File: config.mk
export PLATFORM = sky130hd
export DESIGN_NAME = fetch_unit
export DESIGN_NICKNAME = d
export VERILOG_FILES = /design/src/rtl/cpu_pkg.sv /design/src/rtl/fetch_unit.sv
export SDC_FILE = /design/constraint.sdc
export NUM_CORES = 1
export LEC_CHECK = 0
export BUFFER_PORTS_ARGS = -buffer_cell sky130_fd_sc_hd__buf_2
export CAP_MARGIN = 15
export CORE_MARGIN = 2
export CORE_UTILIZATION = 53
export DETAILED_ROUTE_END_ITERATION = 12
export PLACE_DENSITY = 0.78
export SLEW_MARGIN = 20
export SYNTH_ARGS = -nofsm -noshare
export SYNTH_HDL_FRONTEND = slang
export SYNTH_SLANG_ARGS = --single-unit
File: constraint.sdc
create_clock -name clock -period 2.05 [get_ports clock]
set_input_delay 0.3075 -clock clock [delete_from_list [all_inputs] [get_ports clock]]
set_output_delay 0.3075 -clock clock [all_outputs]
set_load 0.005 [all_outputs]
File: src/rtl/cpu_pkg.sv
// Shared definitions for the pipelined core: opcodes, the NOP word,
// the fetch FSM state encoding and an opcode-field helper.
package cpu_pkg;

    // Instruction opcodes, held in the top five bits of every word.
    localparam logic [4:0] OP_LV   = 5'd1;
    localparam logic [4:0] OP_ADD  = 5'd2;
    localparam logic [4:0] OP_SUB  = 5'd3;
    localparam logic [4:0] OP_MUL  = 5'd4;
    localparam logic [4:0] OP_X    = 5'd5;
    localparam logic [4:0] OP_CP   = 5'd6;
    localparam logic [4:0] OP_B    = 5'd7;
    localparam logic [4:0] OP_BEQ  = 5'd8;
    localparam logic [4:0] OP_SLR  = 5'd9;
    localparam logic [4:0] OP_GP   = 5'd10;
    localparam logic [4:0] OP_HALT = 5'd31;

    // Word presented to decode when nothing valid is available.
    localparam logic [31:0] NOP_INSTR = 32'h0000_0000;

    // Position of the opcode field inside an instruction word.
    localparam int OPCODE_MSB = 31;
    localparam int OPCODE_LSB = 27;

    // Fetch FSM states.
    typedef enum logic [1:0] {
        FS_IDLE   = 2'd0,  // no request outstanding
        FS_WAIT   = 2'd1,  // request outstanding, response will be used
        FS_SQUASH = 2'd2,  // request outstanding, response will be dropped
        FS_HALT   = 2'd3   // HALT fetched, no further requests
    } fetch_state_t;

    // Extract the opcode field of an instruction word.
    function automatic logic [4:0] opcode_of(input logic [31:0] instr);
        return instr[OPCODE_MSB:OPCODE_LSB];
    endfunction

endpackage

File: src/rtl/fetch_unit.sv
// Instruction fetch stage: owns the program counter, reads instruction
// memory through a single-outstanding req/valid handshake and presents one
// instruction at a time to decode. A one-entry skid register absorbs the
// response that lands while decode is stalled, redirects squash wrong-path
// work, and a HALT opcode parks the unit until the next redirect or reset.
module fetch_unit
    import cpu_pkg::*;
#(
    parameter int                  PC_WIDTH = 10,
    parameter logic [PC_WIDTH-1:0] RESET_PC = '0
) (
    input  logic                clock,
    input  logic                reset,
    output logic                imem_req,
    output logic [PC_WIDTH-1:0] imem_addr,
    input  logic [31:0]         imem_rdata,
    input  logic                imem_valid,
    input  logic                stall,
    input  logic                redirect,
    input  logic [PC_WIDTH-1:0] redirect_pc,
    output logic [31:0]         Instruccion,
    output logic                instr_valid,
    output logic [PC_WIDTH-1:0] instr_pc,
    output logic                halted
);

    fetch_state_t        state_reg, state_next;
    logic [PC_WIDTH-1:0] pc_reg, pc_next;

    // Output register seen by decode.
    logic [31:0]         out_instr_reg, out_instr_next;
    logic [PC_WIDTH-1:0] out_pc_reg, out_pc_next;
    logic                out_valid_reg, out_valid_next;

    // Skid register holding a response that arrived while decode stalled.
    logic [31:0]         skid_instr_reg, skid_instr_next;
    logic [PC_WIDTH-1:0] skid_pc_reg, skid_pc_next;
    logic                skid_valid_reg, skid_valid_next;

    logic                out_free;
    logic                rsp_is_halt;
    logic                req_issue;
    logic                req_at_next_pc;

    // The output register can take a new word when empty or being consumed.
    assign out_free    = !out_valid_reg || !stall;
    assign rsp_is_halt = (opcode_of(imem_rdata) == OP_HALT);

    // Next-state logic: redirect first, then per-state fetch behaviour.
    always_comb begin
        state_next      = state_reg;
        pc_next         = pc_reg;
        out_instr_next  = out_instr_reg;
        out_pc_next     = out_pc_reg;
        out_valid_next  = out_valid_reg;
        skid_instr_next = skid_instr_reg;
        skid_pc_next    = skid_pc_reg;
        skid_valid_next = skid_valid_reg;
        req_issue       = 1'b0;
        req_at_next_pc  = 1'b0;

        if (redirect) begin
            // Flush everything on the wrong path and restart at the target.
            out_valid_next  = 1'b0;
            out_instr_next  = NOP_INSTR;
            skid_valid_next = 1'b0;
            pc_next         = redirect_pc;
            // A response still in flight must be swallowed before refetching;
            // one arriving right now is simply dropped.
            if ((state_reg == FS_WAIT || state_reg == FS_SQUASH) && !imem_valid) begin
                state_next = FS_SQUASH;
            end else begin
                state_next = FS_IDLE;
            end
        end else begin
            case (state_reg)
                FS_IDLE: begin
                    if (out_free) begin
                        if (skid_valid_reg) begin
                            out_instr_next  = skid_instr_reg;
                            out_pc_next     = skid_pc_reg;
                            out_valid_next  = 1'b1;
                            skid_valid_next = 1'b0;
                        end else if (out_valid_reg) begin
                            out_valid_next = 1'b0;
                            out_instr_next = NOP_INSTR;
                        end
                        req_issue  = 1'b1;
                        state_next = FS_WAIT;
                    end
                end

                FS_WAIT: begin
                    if (imem_valid) begin
                        pc_next = pc_reg + 1'b1;
                        if (out_free) begin
                            out_instr_next = imem_rdata;
                            out_pc_next    = pc_reg;
                            out_valid_next = 1'b1;
                            if (rsp_is_halt) begin
                                state_next = FS_HALT;
                            end else begin
                                // Back-to-back: request the following word now.
                                req_issue      = 1'b1;
                                req_at_next_pc = 1'b1;
                            end
                        end else begin
                            skid_instr_next = imem_rdata;
                            skid_pc_next    = pc_reg;
                            skid_valid_next = 1'b1;
                            state_next      = rsp_is_halt ? FS_HALT : FS_IDLE;
                        end
                    end else if (out_valid_reg && !stall) begin
                        out_valid_next = 1'b0;
                        out_instr_next = NOP_INSTR;
                    end
                end

                FS_SQUASH: begin
                    // Output was flushed by the redirect; only drop the response.
                    if (imem_valid) begin
                        state_next = FS_IDLE;
                    end
                end

                FS_HALT: begin
                    // Drain whatever is left (possibly the HALT word in the skid).
                    if (out_free) begin
                        if (skid_valid_reg) begin
                            out_instr_next  = skid_instr_reg;
                            out_pc_next     = skid_pc_reg;
                            out_valid_next  = 1'b1;
                            skid_valid_next = 1'b0;
                        end else if (out_valid_reg) begin
                            out_valid_next = 1'b0;
                            out_instr_next = NOP_INSTR;
                        end
                    end
                end

                default: begin
                    state_next = FS_IDLE;
                end
            endcase
        end
    end

    // State registers with synchronous reset.
    always_ff @(posedge clock) begin
        if (reset) begin
            state_reg      <= FS_IDLE;
            pc_reg         <= RESET_PC;
            out_instr_reg  <= NOP_INSTR;
            out_pc_reg     <= '0;
            out_valid_reg  <= 1'b0;
            skid_instr_reg <= NOP_INSTR;
            skid_pc_reg    <= '0;
            skid_valid_reg <= 1'b0;
        end else begin
            state_reg      <= state_next;
            pc_reg         <= pc_next;
            out_instr_reg  <= out_instr_next;
            out_pc_reg     <= out_pc_next;
            out_valid_reg  <= out_valid_next;
            skid_instr_reg <= skid_instr_next;
            skid_pc_reg    <= skid_pc_next;
            skid_valid_reg <= skid_valid_next;
        end
    end

    // The address equals pc while a request waits, so it stays stable until
    // the response; only a back-to-back request looks one word ahead.
    assign imem_req    = req_issue && !reset;
    assign imem_addr   = (req_at_next_pc && !reset) ? (pc_reg + 1'b1) : pc_reg;
    assign Instruccion = out_instr_reg;
    assign instr_valid = out_valid_reg;
    assign instr_pc    = out_pc_reg;
    assign halted      = (state_reg == FS_HALT);

endmodule

; Word-level counts from Yosys, hierarchy flattened
; Cells that the tools add are included.
[totals]
inputBits = 47
register_bits = 98
output_inout_bits = 55
[op_classes]
add_sub_neg = 1
bitwise = 2
reduce_logical = 24
eq_ne = 16
n_mux = 43
[ops]
columns = cell, n
row1 = $mux W32, 6
row2 = $mux W10, 8
row3 = $pmux W32 S2, 1
row4 = $pmux W10 S2, 1
row5 = $mux W2, 8
row6 = $mux W1, 15
row7 = $ne A3 B3 Y1 const B, 4
row8 = $reduce_and A4 Y1, 3
row9 = $add A10 B1 Y10 const B, 1
row10 = $reduce_and A5 Y1, 2
row11 = $ne A2 B2 Y1 const B, 3
row12 = $pmux W1 S2, 3
row13 = $pmux W2 S3, 1
row14 = $reduce_and A6 Y1, 1
row15 = $reduce_bool A2 Y1, 3
row16 = $eq A5 B5 Y1 const B, 1
row17 = $eq A2 B2 Y1 const B, 2
row18 = $logic_and A1 B1 Y1, 4
row19 = $logic_not A1 Y1, 4
row20 = $ne A2 B1 Y1 const B, 2
row21 = $ne A4 B4 Y1 const B, 1
row22 = $reduce_bool A4 Y1, 1
row23 = $reduce_or A2 Y1, 2
row24 = $ne A3 B1 Y1 const B, 1
row25 = other kinds (6), 8

; Logic depth before layout (Yosys ltp)
; Gate-level depths: netlist of run 1.
[logic_depth]
ltp_word = 8
depth_mapped = 9
ltp_nobuf = 6

; Worst setup path after synthesis of run 1
; OpenSTA, ideal clock, no wires.
[synth_timing]
kind = flip-flop to output port
start = register state_reg[1]
end = output port imem_addr[1]
arrival_ns = 1.540
path_buffers = 2
slack_ns = 0.202
required_time_ns = 1.742
stages_incl_launch_ff = 8
cell_sequence = dfxtp_1 > inv_1 > ha_1 > and2_1 > buf_2 > o2111a_1 > buf_4 > mux2_2
[synth_via]
elab_chain_cells = 5
[synth_lines]
columns = item, line_no
row1 = "start, declared", fetch_unit.sv:27  ; fetch_state_t state_reg, state_next;
row2 = "start signal, assigned", fetch_unit.sv:160  ; state_reg <= state_next;
row3 = $eq A2 B1 Y1, fetch_unit.sv:76  ; case (state_reg)
row4 = $mux W1, fetch_unit.sv:76
row5 = $mux W1, fetch_unit.sv:62  ; if (redirect) begin
row6 = $logic_and A1 B1 Y1, fetch_unit.sv:174  ; assign imem_addr = (req_at_next_pc && !reset) ? (pc_reg + 1'b1) : pc_reg;
row7 = $mux W10, fetch_unit.sv:174
row8 = "end, declared", fetch_unit.sv:15  ; output logic [PC_WIDTH-1:0] imem_addr,
; Every way passes these cells.

; Worst setup path after layout of run 1
[layout_timing]
start = register state_reg[0]
end = output port imem_addr[5]
; Same word-level chain as after synthesis.

==> metrics.csv, run 1 <==
metric,value,unit
status,finished with violations,
violations,setup timing,
end_kind,output pin,
synth_top_area_frac,0.415,
synth_area_leader_cell,dfxtp_1,
syn_inst,573,
hold_class,in -> reg,
synth_fp_nets,625,
dieArea,9690,um2
dp_cells,746,
io_pins,102,
setup_viol,7,
diodes,0,
clockBufferDepth,2,
synth-edff-count,0,
synthXorXnorAreaFrac,0.0297,
synth_top_family_by_area,simple AND/OR/NAND/NOR gates,
finalHoldViolCount,0,
totalWireLength,12.6,mm
fin_skew,11.5,ps
die_w,98.4,um
p_sw,0.00109,W
synthTopCellsByArea,"dfxtp_1 42%, nand2_1 7.7%, a22o_1 5.9%",
antenna_found_initial,0,
clkSinkCount,98,
root_buffer,clkbuf_8,
num_rows,34,
ys_ff_latch,98,
leakage,2.24,nW
ctsHoldBuffers,0,
yosysWarnings,0,
clkTransAtPathRegs,90,ps
remaining_drc_errors,0,
power_frac_seq,0.470,
mappedNetlistArea,4720,um2
rsz0062_at_grt,yes,
initial_core_util,0.544,
p_int,0.00320,W
cts_max_level,3,
io_buffers,101,
hold_depth,3,
nets,712,
slew_violations,0,
cts_tree,built,
ys.flop_type,dfxtp_1,
wl_per_cell,16.4,um
synth_async_sr_flop_share,0,
firstDrtPassIters,5,
grt_use_total,0.247,
die_y,98.4,um
synth_most_common_cell,dfxtp_1,
grt_overflow,0,
timing_worst_slew_pin_value,748,ps
combPwrFrac,0.161,
path_max_fanout,5,
relSlewSlack,0.501,
cp.required,1740,ps
max_freq,0.469,GHz
total_power,0.00428,W
fin_crit_sh,1.04,
gp_congestion,0.854,
vias_per_cell,5.96,
final_antenna_net_count,0,
routed-via-count,4599,
power_switching_share,0.254,
fin_crit,2130,ps
peakVddDrop,540,uV
synth_sequential_area_ratio,0.415,
grt_max_degree,44,
grt_pass1_wl,19.9,mm
synth-compound-area-share,0.220,
cp-start-kind,register,
clk-insertion-delay-late,360,ps
fin_cells,772,
area_delta_synth_final,24.0,%
worstSetupPathType,reg -> out,
final_area,5860,um2
p_clk_frac,0.369,
synthDistinctLibCells,46,
fillers,697,
drive_gt1_frac,0.301,
syn_avg_cell_area,8.25,um2
first_global_vias,4150,
synthMuxAreaShare,0.0257,
placed_cell_area,5320,um2
core,8680,um2
p_per_area,731,nW/um2
dpl.hpwl,8.03,mm
r2r_cells,9,
synth_common_cells,"98 x dfxtp_1, 97 x nand2_1, 45 x a21oi_1",
worstPathArrival,1830,ps
setup_ws,-82.8,ps
yosys.area_share.simple,0.224,
maxCapViolations,0,
drt_iter0_drc,364,
synth_fa_ha_area_frac,0.0132,
tritoncts.num_buffers,9,
## worst max-delay path: stages (launching register included)
cell and delay (ps):
dfxtp_2 360, buf_6 110, ha_4 130, and2_4 160, o2111a_2 270, nand4_1 130, xnor2_1 180, buf_2 140
## cells by family after synthesis
family          count (synthesis)
compound gates                153
xor+xnor                       16
fa+ha+maj                       5
buf+inv                        72
flops                          98
mux                            12
simple gates                  217
## what timing repair did
action / CTS / global route
resized for setup: 18 / 28
endpoints found under the setup margin: 28 / 29
pin swaps: 5 / 7
gates cloned: 1 / 0
buffers inserted: 3 / 7
## metrics by stage
step | util | setup slack, ps | hold WS (ps) | TNS [ps]
after floorplan | - | 202 | 436 | 0
after global placement | 0.613 | 50.5 | 441 | 0
after detailed placement | 0.613 | -87.5 | 446 | -844
after CTS | 0.653 | -74.4 | 179 | -235
after global routing | 0.675 | -172 | 181 | -1050
final | 0.675 | -82.8 | 184 | -304
## worst paths after layout
check        slack [ps]                             from                               to
max                 -80        state_reg[0]$_SDFFE_PP0P_                     imem_addr[5]
min                 180                   redirect_pc[0]           pc_reg[0]$_SDFFE_PP0P_
max reg2reg          70        state_reg[0]$_SDFFE_PP0P_   skid_instr_reg[3]$_SDFFE_PP0P_
min reg2reg         460  skid_instr_reg[23]$_SDFFE_PP0P_  skid_instr_reg[23]$_SDFFE_PP0P_
## power by group through the flow
stage,registers [W],clock network [W],logic (W)
after floorplan,0.00204,0,0.000420
after global placement,0.00205,0,0.000613
after detailed placement,0.00205,0,0.000625
after CTS,0.00201,0.00159,0.000647
after global routing,0.00202,0.00168,0.000749
final,0.00201,0.00158,0.000690
## routing by layer
metal  vias to the layer above  track usage  routed length (um)
met1                      2172        0.327                5590
met4                         0       0.0580                 135
met2                       174        0.420                6040
met3                        14       0.0475                 855
met5                         -            0                   0
li1                       2239            -                   -
## area by class of cell
class	count	area, um2	share of cell area
multi-input cells	404	2610	0.446
flip-flops and latches	98	1970	0.337
repair buffers	139	855	0.146
well taps	108	135	0.0231
clock inverters	6	130	0.0222
clock buffers	9	124	0.0211
inverters	8	30.0	0.00513
## cells in the final DEF (no fill, tap or decap), types with 8 or more instances in the layout
master / synthesis / layout
a21oi_1: 45 / 45
a211oi_1: 16 / 15
nor3_1: 34 / 33
buf_4: 2 / 32
a31oi_1: 33 / 33
nor4_2: 0 / 10
dfxtp_1: 98 / 91
nor2_1: 26 / 25
mux2i_1: 11 / 11
clkbuf_8: 0 / 9
o21ai_0: 9 / 8
xnor2_1: 11 / 10
nor4_1: 33 / 22
a22o_1: 32 / 32
nand2_1: 97 / 96
buf_2: 37 / 100
Note: power is estimated with default switching activity, not from simulation.
==> run 2: changes to the inputs <==
--- a/config.mk
+++ b/config.mk
@@ -15,3 +15,4 @@
 export SYNTH_ARGS = -nofsm -noshare
 export SYNTH_HDL_FRONTEND = slang
 export SYNTH_SLANG_ARGS = --single-unit
+export TNS_END_PERCENT = 1
==> constraint.sdc (replaced) <==
create_clock -name clock -period 2.05 [get_ports clock]
set_input_delay 0.205 -clock clock [delete_from_list [all_inputs] [get_ports clock]]
set_output_delay 0.205 -clock clock [all_outputs]
set_load 0.005 [all_outputs]
==> run 2 against run 1 <==
Against the previous run: the flow still finishes with violations (setup timing); clock skew down 1.3 ps; final area down 3.1%; final cell count down 0.78%; non-clock buffer count down 7; clock-buffer cell count unchanged; via count up 0.74%; global-route usage up 1.6 points; critical path depth unchanged; sequential cell count unchanged; register-to-register slack worse by 20 ps; hold slack worse by 110 ps; critical endpoint is now imem_addr[8]; largest power group unchanged.
==> metrics.csv, run 2 (same netlist as run 1, synthesis figures left out) <==
metric,value,unit,change
timing_worst_slew_pin_value,744,ps,-4.94 ps
firstDrtPassIters,7,,+2
drive_gt1_frac,0.277,,-0.0246
setup_ws,-3.31,ps,+79.5 ps
final_antenna_net_count,0,,unchanged
peakVddDrop,405,uV,-25%
violations,setup timing,,
fin_skew,10.2,ps,-1.28 ps
wl_per_cell,16.8,um,+2.6%
totalWireLength,12.9,mm,+1.8%
die_y,98.4,um,unchanged
final_area,5680,um2,-3.1%
io_buffers,101,,unchanged
worstSetupPathType,reg -> out,,
hold_class,in -> reg,,
status,finished with violations,,
cts_max_level,3,,unchanged
io_pins,102,,unchanged
power_frac_seq,0.508,,+0.038
placed_cell_area,5310,um2,-0.28%
power_switching_share,0.287,,+0.0330
p_clk_frac,0.324,,-0.045
max_freq,0.487,GHz,+3.9%
grt_pass1_wl,20.9,mm,+4.9%
diodes,0,,unchanged
dieArea,9690,um2,unchanged
finalHoldViolCount,0,,unchanged
fin_crit,2050,ps,-79.5 ps
die_w,98.4,um,unchanged
dp_cells,744,,-0.27%
combPwrFrac,0.168,,+0.007
drt_iter0_drc,324,,-11%
fillers,743,,+6.6%
rsz0062_at_grt,yes,,
clk-insertion-delay-late,370,ps,about the same
dpl.hpwl,8.36,mm,+4.1%
path_max_fanout,5,,unchanged
area_delta_synth_final,20.2,%,
root_buffer,clkbuf_8,,
fin_crit_sh,1.00,,-0.0388
end_kind,output pin,,
routed-via-count,4633,,+0.74%
cp.required,1850,ps,+110 ps
final_cell_mix,"101 x buf_2, 97 x nand2_1, 93 x dfxtp_1",,
clockBufferDepth,2,,unchanged
cts_tree,built,,
p_sw,0.00114,W,+4.6%
gp_congestion,0.837,,-2.1%
num_rows,34,,unchanged
setup_viol,2,,-5
grt_overflow,0,,unchanged
relSlewSlack,0.504,,+0.00330
p_int,0.00283,W,-12%
grt_use_total,0.263,,+0.0157
clkTransAtPathRegs,100,ps,about the same
antenna_found_initial,0,,unchanged
final_common_cell,buf_2,,
slew_violations,0,,unchanged
cp-start-kind,register,,
p_per_area,698,nW/um2,-4.6%
fin_util,0.654,,-0.0206
first_global_vias,4257,,+2.6%
tritoncts.num_buffers,9,,unchanged
initial_core_util,0.544,,unchanged
core,8680,um2,unchanged
grt_max_degree,43,,-2.3%
clkSinkCount,98,,unchanged
leakage,2.14,nW,-4.1%
vias_per_cell,6.05,,+1.5%
maxCapViolations,0,,unchanged
nets,705,,-0.98%
worstPathArrival,1850,ps,+20 ps
remaining_drc_errors,0,,unchanged
fin_cells,766,,-0.78%
[run 2: changes by cell type in the layout (fill, tap and decap cells not counted), moves of 2 or more]
cell,delta
clkinvlp_4,+2
nor4_1,+7
dfxtp_1,+2
dfxtp_2,-2
nor4_2,-7
buf_4,-6
inv_6,+2
buf_6,-2
bufinv_16,-3
[run 2: repair_timing]
item / 4_1_cts / 5_1_grt
hold buffers: 0 / 0
setup buffers: 3 / 2
hold endpoints to repair: 0 / 0
gates cloned: 1 / 0
resized for setup: 15 / 13
endpoints found under the setup margin: 11 / 25
pin swaps: 2 / 3
[run 2: cell type report]
class                      instances  area [um2]  area share
multi-input combinational        404        2550       0.449
clock buffer                       9         124      0.0218
sequential                        98        1970       0.347
inverter                           8        30.0     0.00529
tap                              108         135      0.0238
clock inverter                     7        76.3      0.0134
timing repair buffer             132         792       0.139
[run 2: per-stage QoR]
step / setup TNS (ps) / hold WS [ps] / power, W / setup slack (ps)
3_5_place_dp: 0 / 446 / 0.00268 / 61.3
5_1_grt: -238 / 70.3 / 0.00412 / -78.5
6_report: -4.29 / 78.0 / 0.00396 / -3.31
4_1_cts: 0 / 62.9 / 0.00395 / 3.18
3_3_place_gp: 0 / 440 / 0.00266 / 142
2_1_floorplan: 0 / 341 / 0.00246 / 230
[run 2: power groups by stage]
stage	registers, W	logic, W	clock network, W
after floorplan	0.00204	0.000420	0
after global placement	0.00205	0.000609	0
after detailed placement	0.00205	0.000623	0
after CTS	0.00201	0.000638	0.00130
after global routing	0.00202	0.000722	0.00138
final	0.00201	0.000664	0.00128
[run 2: path summary, 6_finish.rpt]
check                                 start                               to  slack [ps]  cells after the start
max               state_reg[1]$_SDFFE_PP0P_                     imem_addr[8]          -3                      7
max reg2reg       state_reg[1]$_SDFFE_PP0P_        state_reg[1]$_SDFFE_PP0P_          50                      8
min reg2reg  skid_instr_reg[5]$_SDFFE_PP0P_   skid_instr_reg[5]$_SDFFE_PP0P_         460                      2
min                          imem_rdata[21]  skid_instr_reg[21]$_SDFFE_PP0P_          80                      3
[run 2: worst max-delay path: stages (launching register included)]
cell and delay, ps:
dfxtp_2 340, inv_2 80, ha_4 130, and2_4 170, o2111a_2 280, nand4_1 150, xnor2_1 200, buf_2 130
[run 2: layer usage]
| layer | share of wire | up-vias | GRT usage |
|---|---|---|---|
| met3 | 0.076 | 25 | 0.0461 |
| met2 | 0.48 | 221 | 0.434 |
| met1 | 0.42 | 2156 | 0.342 |
| met5 | 0 | - | 0 |
| met4 | 0.023 | 0 | 0.106 |
| li1 | - | 2231 | - |
==> run 3: changes to the inputs <==
--- a/config.mk
+++ b/config.mk
@@ -11,6 +11,7 @@
 export CORE_UTILIZATION = 53
 export DETAILED_ROUTE_END_ITERATION = 12
 export PLACE_DENSITY = 0.78
+export SKIP_CTS_REPAIR_TIMING = 1
 export SLEW_MARGIN = 20
 export SYNTH_ARGS = -nofsm -noshare
 export SYNTH_HDL_FRONTEND = slang
==> run 3 against run 2 <==
Against the previous run: the run still ends with setup timing left; first-iteration DRC count is 20% lower; sequential power is essentially flat; combinational power shrank 1%; global-route usage is 0.72 points lower; wire length fell by 1.1%; final cell count is 0.26% lower; utilization decreased by 0.49 points; critical endpoint is now imem_addr[4].
==> metrics.csv, run 3 (same netlist as run 1, synthesis figures left out) <==
metric,value,unit,change
antenna_found_initial,0,,unchanged
hold_class,in -> reg,,
drt_iter0_drc,260,,-20%
end_kind,output pin,,
first_global_vias,4201,,-1.3%
hold_end,skid_instr_reg[20]$_SDFFE_PP0P_,,
clockBufferDepth,2,,unchanged
io_pins,102,,unchanged
diodes,0,,unchanged
cp-start-kind,register,,
remaining_drc_errors,0,,unchanged
fin_crit_sh,1.00,,+0.00289
fin_skew,12.7,ps,+2.52 ps
final_antenna_net_count,0,,unchanged
power_switching_share,0.286,,-0.000716
io_buffers,101,,unchanged
cts_max_level,3,,unchanged
gp_congestion,0.837,,unchanged
wl_per_cell,16.6,um,-0.89%
p_int,0.00282,W,-0.17%
vias_per_cell,6.05,,about the same
rsz0062_at_grt,yes,,
p_clk_frac,0.325,,about the same
violations,setup timing,,
cp.required,1850,ps,about the same
slew_violations,0,,unchanged
dpl.hpwl,8.36,mm,unchanged
fillers,749,,+0.81%
fin_setup_tns,-15.8,ps,-11.5 ps
setup_viol,2,,unchanged
num_rows,34,,unchanged
timing_worst_slew_pin_value,728,ps,-15.8 ps
final_common_cell,buf_2,,
grt_use_total,0.256,,-0.00717
grt_pass1_wl,20.3,mm,-2.6%
final_area,5640,um2,-0.75%
root_buffer,clkbuf_8,,
clkSinkCount,98,,unchanged
status,finished with violations,,
nets,703,,-0.28%
p_sw,0.00113,W,-0.52%
initial_core_util,0.544,,unchanged
cts_tree,built,,
routed-via-count,4621,,-0.26%
core,8680,um2,unchanged
p_per_area,701,nW/um2,+0.48%
r2r_slack,40,ps,about the same
clkTransAtPathRegs,100,ps,about the same
grt_overflow,0,,unchanged
hold_depth,3,,unchanged
clk-insertion-delay-late,370,ps,about the same
totalWireLength,12.7,mm,-1.1%
worstSetupPathType,reg -> out,,
r2r-end,state_reg[1]$_SDFFE_PP0P_,,
relSlewSlack,0.515,,+0.0105
combPwrFrac,0.166,,-0.002
fin_crit,2060,ps,+5.93 ps
power_frac_seq,0.509,,about the same
worstPathArrival,1850,ps,about the same
finalHoldViolCount,0,,unchanged
r2r_cells,8,,unchanged
final_cell_mix,"101 x buf_2, 97 x nand2_1, 93 x dfxtp_1",,
maxCapViolations,0,,unchanged
grt_max_degree,43,,unchanged
drive_gt1_frac,0.273,,-0.00373
holdCritStartpoint,imem_rdata[20],,
peakVddDrop,407,uV,+0.50%
tritoncts.num_buffers,9,,unchanged
die_y,98.4,um,unchanged
placed_cell_area,5310,um2,unchanged
setup_ws,-9.24,ps,-5.93 ps
max_freq,0.486,GHz,-0.29%
firstDrtPassIters,5,,-2
area_delta_synth_final,19.3,%,
r2r-start,state_reg[1]$_SDFFE_PP0P_,,
leakage,2.13,nW,-0.65%
path_max_fanout,4,,-1
die_w,98.4,um,unchanged
dieArea,9690,um2,unchanged
-- run 3: cell type report --
cell class	count	area [um2]	area share
tap	108	135	0.0240
clock buffer	9	124	0.0220
inverter	8	30.0	0.00533
sequential	98	1970	0.349
clock inverter	7	76.3	0.0135
multi-input combinational	404	2540	0.450
timing repair buffer	130	764	0.136
-- run 3: power by group through the flow --
stage / registers, W / clock network (W) / logic (W)
after floorplan: 0.00204 / 0 / 0.000420
after global placement: 0.00205 / 0 / 0.000609
after detailed placement: 0.00205 / 0 / 0.000623
after CTS: 0.00201 / 0.00130 / 0.000625
after global routing: 0.00202 / 0.00138 / 0.000713
final: 0.00201 / 0.00128 / 0.000655
-- run 3: worst max path at each step --
stage | depth (start not counted) | endpoint | slack [ps] | from
after global routing | 7 | imem_addr[8] | -100 | state_reg[1]$_SDFFE_PP0P_
after CTS | 6 | imem_addr[1] | -360 | state_reg[1]$_SDFFE_PP0P_
after global placement | 6 | imem_addr[1] | 140 | state_reg[1]$_SDFFE_PP0P_
after detailed placement | 6 | imem_addr[1] | 60 | state_reg[1]$_SDFFE_PP0P_
after floorplan | 9 | Instruccion[0]$_SDFFE_PP0P_ | 230 | state_reg[0]$_SDFFE_PP0P_
final | 7 | imem_addr[4] | -9 | state_reg[1]$_SDFFE_PP0P_
-- run 3: metrics by stage --
stage,hold WS [ps],total power (W),std cells,utilization,setup slack (ps)
after global placement,440,0.00266,744,0.611,142
after floorplan,341,0.00246,573,-,230
after CTS,62.9,0.00394,760,0.634,-364
after detailed placement,446,0.00268,744,0.611,61.3
final,74.7,0.00395,764,0.649,-9.24
after global routing,70.3,0.00412,764,0.649,-104
-- run 3: per-layer routing --
layer | wire, um | GRT usage | vias to the layer above
met2 | 6170 | 0.422 | 172
met5 | 0 | 0 | -
met1 | 5430 | 0.332 | 2192
met4 | 277 | 0.106 | 0
li1 | - | - | 2233
met3 | 820 | 0.0447 | 24
-- run 3: critical path, cell delays in order (launching register included) --
cell,delay (ps)
dfxtp_2,350
inv_2,80
ha_4,140
and2_4,180
o21ai_4,70
nor4_4,300
xor2_1,230
buf_2,150
